===== src/rtl/exec_stage_mdu.sv =====
// Execute stage: combinational ALU, store-data forwarding and an iterative multiply/divide unit owning HI/LO.
// Define EXEC_MDU_DIV_EN to build the restoring divider; otherwise DIV/DIVU decode as no-ops.
module exec_stage_mdu #(
    parameter int DATA_W = 32,
    parameter int CNT_W  = $clog2(DATA_W) + 1
) (
    input  logic              clk,
    input  logic              rst,
    input  logic              flush,
    input  logic [3:0]        aluOperation,
    input  logic              shiftUseShamt,
    input  logic              aluBUseImmediate,
    input  logic [DATA_W-1:0] immediate,
    input  logic [DATA_W-1:0] registerRsOrPc_4,
    input  logic [DATA_W-1:0] registerRtOrZero,
    input  logic [1:0]        storeFwdSel,
    input  logic [DATA_W-1:0] memAluResult,
    input  logic [DATA_W-1:0] memMemoryData,
    input  logic [DATA_W-1:0] wbWriteData,
    input  logic [2:0]        mduOp,
    output logic [DATA_W-1:0] aluOutput,
    output logic [DATA_W-1:0] writeDataToDataRAM,
    output logic              stall,
    output logic [DATA_W-1:0] hi,
    output logic [DATA_W-1:0] lo
);
    localparam int SH_W = $clog2(DATA_W);

    typedef enum logic [1:0] {
        IDLE,
        BUSY,
        DONE
    } mduState_t;

    mduState_t           state;
    logic [CNT_W-1:0]    count;
    logic [2*DATA_W-1:0] acc;
    logic [DATA_W-1:0]   operandM;
    logic                negLo;

    // ---------------- ALU path ----------------
    logic [DATA_W-1:0] aluA;
    logic [DATA_W-1:0] aluB;
    logic [SH_W-1:0]   shamt;
    logic [DATA_W-1:0] aluResult;

    assign aluA  = shiftUseShamt ? ((immediate >> 6) & DATA_W'(31)) : registerRsOrPc_4;
    assign aluB  = aluBUseImmediate ? immediate : registerRtOrZero;
    assign shamt = aluA[SH_W-1:0];

    always_comb begin
        aluResult = '0;
        case (aluOperation)
            4'd0:    aluResult = aluA & aluB;
            4'd1:    aluResult = aluA | aluB;
            4'd2:    aluResult = aluA + aluB;
            4'd3:    aluResult = aluA ^ aluB;
            4'd4:    aluResult = ~(aluA | aluB);
            4'd5:    aluResult = aluB << shamt;
            4'd6:    aluResult = aluB >> shamt;
            4'd7:    aluResult = $signed(aluB) >>> shamt;
            4'd8:    aluResult = aluA - aluB;
            4'd9:    aluResult = DATA_W'($signed(aluA) < $signed(aluB));
            4'd10:   aluResult = DATA_W'(aluA < aluB);
            4'd11:   aluResult = aluB << 16;
            default: aluResult = '0;
        endcase
    end

    always_comb begin
        aluOutput = aluResult;
        if (mduOp == 3'd5)
            aluOutput = hi;
        else if (mduOp == 3'd6)
            aluOutput = lo;
    end

    always_comb begin
        writeDataToDataRAM = registerRtOrZero;
        case (storeFwdSel)
            2'd1:    writeDataToDataRAM = memAluResult;
            2'd2:    writeDataToDataRAM = memMemoryData;
            2'd3:    writeDataToDataRAM = wbWriteData;
            default: writeDataToDataRAM = registerRtOrZero;
        endcase
    end

    // ---------------- MDU decode and operand magnitudes ----------------
    logic              isStart;
    logic              isSigned;
    logic              signA;
    logic              signB;
    logic [DATA_W-1:0] magA;
    logic [DATA_W-1:0] magB;

`ifdef EXEC_MDU_DIV_EN
    logic opDivReq;
    assign opDivReq = (mduOp == 3'd3) || (mduOp == 3'd4);
    assign isStart  = (mduOp >= 3'd1) && (mduOp <= 3'd4);
`else
    assign isStart  = (mduOp == 3'd1) || (mduOp == 3'd2);
`endif

    assign isSigned = (mduOp == 3'd1) || (mduOp == 3'd3);
    assign signA    = isSigned & registerRsOrPc_4[DATA_W-1];
    assign signB    = isSigned & registerRtOrZero[DATA_W-1];
    assign magA     = signA ? -registerRsOrPc_4 : registerRsOrPc_4;
    assign magB     = signB ? -registerRtOrZero : registerRtOrZero;

    assign stall = (state == BUSY) || ((state == IDLE) && isStart && !flush);

    // ---------------- Iteration step ----------------
    // acc holds {partial, low operand}: multiplier shifts out of the bottom
    // while product bits enter the top; for divide the upper half is the
    // running remainder and the lower half collects quotient bits.
    logic [DATA_W:0]     mulSum;
    logic [2*DATA_W-1:0] mulNext;
    logic [2*DATA_W-1:0] stepNext;

    assign mulSum  = {1'b0, acc[2*DATA_W-1:DATA_W]} + (acc[0] ? {1'b0, operandM} : '0);
    assign mulNext = {mulSum, acc[DATA_W-1:1]};

`ifdef EXEC_MDU_DIV_EN
    logic              isDiv;
    logic              negHi;
    logic              divByZero;
    logic [DATA_W-1:0] dividend;
    logic [DATA_W:0]   divShift;
    logic [DATA_W:0]   divDiff;
    logic [2*DATA_W-1:0] divNext;

    assign divShift = acc[2*DATA_W-1:DATA_W-1];
    assign divDiff  = divShift - {1'b0, operandM};
    assign divNext  = divDiff[DATA_W] ? {divShift[DATA_W-1:0], acc[DATA_W-2:0], 1'b0}
                                      : {divDiff[DATA_W-1:0], acc[DATA_W-2:0], 1'b1};
    assign stepNext = isDiv ? divNext : mulNext;
`else
    assign stepNext = mulNext;
`endif

    // ---------------- Result fix-up ----------------
    logic [DATA_W-1:0]   doneHi;
    logic [DATA_W-1:0]   doneLo;
    logic [2*DATA_W-1:0] product;

    assign product = negLo ? -acc : acc;

    always_comb begin
        {doneHi, doneLo} = product;
`ifdef EXEC_MDU_DIV_EN
        if (isDiv) begin
            if (divByZero) begin
                doneLo = '1;
                doneHi = dividend;
            end else begin
                doneLo = negLo ? -acc[DATA_W-1:0] : acc[DATA_W-1:0];
                doneHi = negHi ? -acc[2*DATA_W-1:DATA_W] : acc[2*DATA_W-1:DATA_W];
            end
        end
`endif
    end

    // ---------------- MDU sequencer ----------------
    always_ff @(posedge clk) begin
        if (rst) begin
            state    <= IDLE;
            count    <= '0;
            hi       <= '0;
            lo       <= '0;
            acc      <= '0;
            operandM <= '0;
            negLo    <= 1'b0;
`ifdef EXEC_MDU_DIV_EN
            isDiv     <= 1'b0;
            negHi     <= 1'b0;
            divByZero <= 1'b0;
            dividend  <= '0;
`endif
        end else if (flush) begin
            state <= IDLE;
            count <= '0;
        end else begin
            case (state)
                IDLE: begin
                    if (isStart) begin
                        state    <= BUSY;
                        count    <= CNT_W'(DATA_W);
                        acc      <= {{DATA_W{1'b0}}, magA};
                        operandM <= magB;
                        negLo    <= signA ^ signB;
`ifdef EXEC_MDU_DIV_EN
                        isDiv     <= opDivReq;
                        negHi     <= signA;
                        divByZero <= (registerRtOrZero == '0);
                        dividend  <= registerRsOrPc_4;
`endif
                    end
                end
                BUSY: begin
                    acc   <= stepNext;
                    count <= count - 1'b1;
                    if (count == CNT_W'(1))
                        state <= DONE;
                end
                DONE: begin
                    hi    <= doneHi;
                    lo    <= doneLo;
                    state <= IDLE;
                end
                default: state <= IDLE;
            endcase
        end
    end
endmodule


===== config.mk =====
export PLATFORM = sky130hd
export DESIGN_NAME = exec_stage_mdu
export DESIGN_NICKNAME = d
export VERILOG_FILES = /design/src/rtl/exec_stage_mdu.sv
export SDC_FILE = /design/constraint.sdc
export NUM_CORES = 1
export LEC_CHECK = 0
export CORE_MARGIN = 3
export CORE_UTILIZATION = 27
export CTS_CLUSTER_SIZE = 20
export DETAILED_ROUTE_END_ITERATION = 10
export PLACE_DENSITY = 0.43
export SLEW_MARGIN = 20
export SYNTH_ARGS = -nofsm -noshare
export SYNTH_HDL_FRONTEND = slang
export SYNTH_SLANG_ARGS = --single-unit

===== constraint.sdc =====
create_clock -name clk -period 19.8 [get_ports clk]
set_input_delay 3.96 -clock clk [delete_from_list [all_inputs] [get_ports clk]]
set_output_delay 3.96 -clock clk [all_outputs]
set_load 0.02 [all_outputs]

==> results.md <==
* Status: completed
* CTS tree: yes
* Unrepaired setup endpoints after global routing: no
* Area of the multi-input gates at between 0.015 and 0.02 mm^2
* Mux contribution to synthesized area at 10.4%
* Simple-gate area share of the yosys netlist at 21.5%
* Main combinational cell family by area after synthesis: compound AO/OA/AOI/OAI gates
* Row count at 101
* Yosys warns at 0
* Reg area at 0.00338 mm^2
* Initial cell density of the core at roughly 27%
* Die Ht at 285 um
* Pwr Density at 52.2 mW/mm^2
* Vias at roughly 25000
* Met2 Routed Length at 59200 um
* Cells along the critical path: buf_2 -> mux2i_4 -> buf_4 -> inv_2 -> buf_4 -> ha_1 -> fa_1 -> a211o_1 -> o211ai_1 -> a41oi_1 -> a2bb2oi_1 -> o21a_1 -> o211ai_1 -> nand2_1 -> a221oi_1 -> o21ai_0 -> o211a_1 -> clkdlybuf4s50_1
* Die area at 0.0810 mm^2
* CTS H-tree depth at 4
* Synth cell types at 82
* Yosys reg bits at ~170
* Fin Clk Skew at about 0.015 ns
* Max clock buf depth at 2
* Gpl congestion at between 1 and 1.5
* # nets final at about 3500
* Max Cap Viol at 0
* Sequential fraction of the synthesis area at 16.1%
* I/O Buffers at 334
* Fill count at slightly above 8000
* Clock-pin slew on the worst setup and hold paths at around 0.070 ns
* Fraction of layout cells with a size suffix above 1 at 6.54%
* Largest stage delay, worst path at about 0.89 ns
* Adder-cell area share of the yosys netlist at 8.40%
* CP max FO at 56
* Gr usage total at a little under a third
* CTS Root Cell: clkbuf_16
* Max-slew violations at 0
* Die width at roughly 280 um
* Clock Latency Late Sink at 0.46 ns
* Main synth FF type: dfxtp_1
* DPL Wire Length at 108000 um
* Reg2Reg Depth at 13
* Highest Signal Layer: met5
* Setup WS pre-CTS at 5.22 ns
* Post-CTS resize count at 0
* Hold endpoint: operandM[17]$_SDFFE_PP0P_
* Syn nets at 3303
* CP endpoint kind: output pin
* Gate count of the mapped netlist at 2958
* Commonest non-fill, non-tap cell in the layout: clkdlybuf4s50_1
* Slew Limit Headroom at 18.4%
* Avg Cell Area, Syn at slightly above 7 um^2
* Core Area at between 0.07 and 0.08 mm^2
* First-pass GRT wire length at 186000 um
* Post-synthesis compound-gate area fraction at 31.3%
* Area growth from synthesis to layout at 24.1%
* Area contributors post-synth: dfxtp_1 (16%), ha_1 (8.1%), a21oi_1 (6.6%)
* Worst Hold Class: flop to flop
* Grt total ovfl at 0
* WL met3 at around 8900 um
* Pin count of the biggest net entering global routing at between 90 and 100
* Synth Area in XOR/XNOR at 6.31%
* Drt wl/cell at roughly 32 um
* EDFF count, synth at 0
* Hold_ws at 0.461 ns
* Synthesized area at 0.0210 mm^2
* R2R Path Start: acc[0]$_SDFFE_PP0P_
* Clock sink total at 169
* Levels on crit path at 18
* Fmax at 67.9 MHz
* Critical-path top delay cell: o21ai_0
* Final antenna-violating net count at 0
* Reg2reg end: acc[60]$_SDFFE_PP0P_
* Post-synthesis async set-or-reset flop share at 0%
* DR DRC count at 0
* Setup violators final at 0
* Top-Level Pins at 335
* Hold Crit Depth at 2
* Placed Cells at approximately 4200
* Flop2flop setup slack at around 16 ns
* Vias in the first global route at 23600
* Worst Path Required at 15.84 ns
* Arr. time, crit path at 10.76 ns
* Total CTS buffers at 17
* Area leader, netlist: dfxtp_1
* WS Path Type: input pin to output pin
* Post-CTS setup buffers at 0
* Area share of the largest cell type after synthesis at 16.1%
* 1st-iter DRT viols at 2892
* Hold Fails Final Rpt at 0
* Delay-heaviest family, CP: compound AO/OA/AOI/OAI gates
* Crit start category: input pin
* CTS Hold Buffers Added at 0
* Initial antenna violation count at 11
* Leakage at 9.89 nW
* WP buf/inv at 5
* Worst slew pin tran at 1.19 ns
* Hold path start: operandM[17]$_SDFFE_PP0P_
* Fin crit period at 14.72 ns
* Commonest cells after routing, fill and taps aside: clkdlybuf4s50_1 (329), nor2_1 (325), nand2_1 (297)
* WL final at 134000 um
* Non-filler instance count after layout at 4217
* Met1 WL at 59700 um
* Peak supply drop at 0.0565 mV
* Fin Setup TNS at 0 ns
* Vias/cell at 5.95
* Fin crit share at 74.3%
* Setup ws final at 5.08 ns
* Router iterations before antenna repair at 6
[metrics by stage]
| stage | cell area, um^2 | total power, W | util, % |
|---|---|---|---|
| final | 26000 | 0.00136 | 34.0 |
| after global routing | 26000 | 0.00141 | 34.0 |
| after CTS | 26000 | 0.00135 | 34.0 |
| after detailed placement | 25400 | 0.00101 | 33.2 |
| after global placement | 25400 | 0.00102 | 33.2 |
| after floorplan | 21000 | 0.000711 | - |
[report_power, final]
part           total (W)  switching [W]  internal (W)  leakage, nW
Clock           0.000338       0.000166      0.000172        0.286
Combinational   0.000663       0.000437      0.000225         8.23
Sequential      0.000358     0.00000938      0.000348         1.37
Total            0.00136       0.000613      0.000745         9.89
[synth_stat cells, types with 27 or more instances]
master and instances:
or3_1 28, o31ai_1 39, nor2_1 329, nand3_1 41, nand2_1 298, mux4_2 33
mux2i_1 133, clkbuf_1 180, o211ai_1 42, xnor2_1 55, nand2b_1 32, o21ai_0 236
a211oi_1 124, nor3_1 60, a21oi_1 278, and2_1 43, nor2b_1 41, a31oi_1 27
ha_1 136, xor2_1 96, inv_1 115, a21o_1 37, dfxtp_1 169
[cells by family after synthesis]
group                    count (synthesis)
multiplexers                           175
buffers and inverters                  330
AO/OA/AOI/OAI                         1017
AND/OR/NAND/NOR                        977
flip-flops                             169
XOR/XNOR                               151
adder cells (fa/ha/maj)                139
[worst max-delay path by stage]
stage	start	end	slack, ns
3_3_place_gp	shiftUseShamt	aluOutput[24]	5.22
5_1_grt	shiftUseShamt	aluOutput[24]	4.84
3_5_place_dp	shiftUseShamt	aluOutput[24]	5.22
6_report	shiftUseShamt	aluOutput[24]	5.08
2_1_floorplan	shiftUseShamt	aluOutput[30]	7.38
4_1_cts	shiftUseShamt	aluOutput[24]	5.22
[metal layers]
layer  vias up  track usage, %
met5         -               0
met4         2            13.9
met3       195            4.53
met2      1214            49.2
met1     12400            43.5
li1      11300               -
[area by class of cell]
class,instances,share of cell area [%]
Inverter,117,1.69
Clock inverter,14,0.534
Tap cell,1030,4.96
Multi-Input combinational cell,2459,63.3
Antenna cell,6,0.0577
Clock buffer,18,1.69
Timing Repair Buffer,404,14.8
Sequential cell,169,13.0
[tightest hold or removal path: cells and delay by family (launching register included)]
family           cells  cell delay, ns
flip-flops           1            0.31
AND/OR/NAND/NOR      1            0.05
AO/OA/AOI/OAI        1            0.05
[registers in the layout, summed over array words and instances, names as in the netlist]
signal    cells
operandM     32
state         2
count         6
hi           32
negLo         1
lo           32
acc          64
No activity file was read; power rests on OpenSTA's default activity.
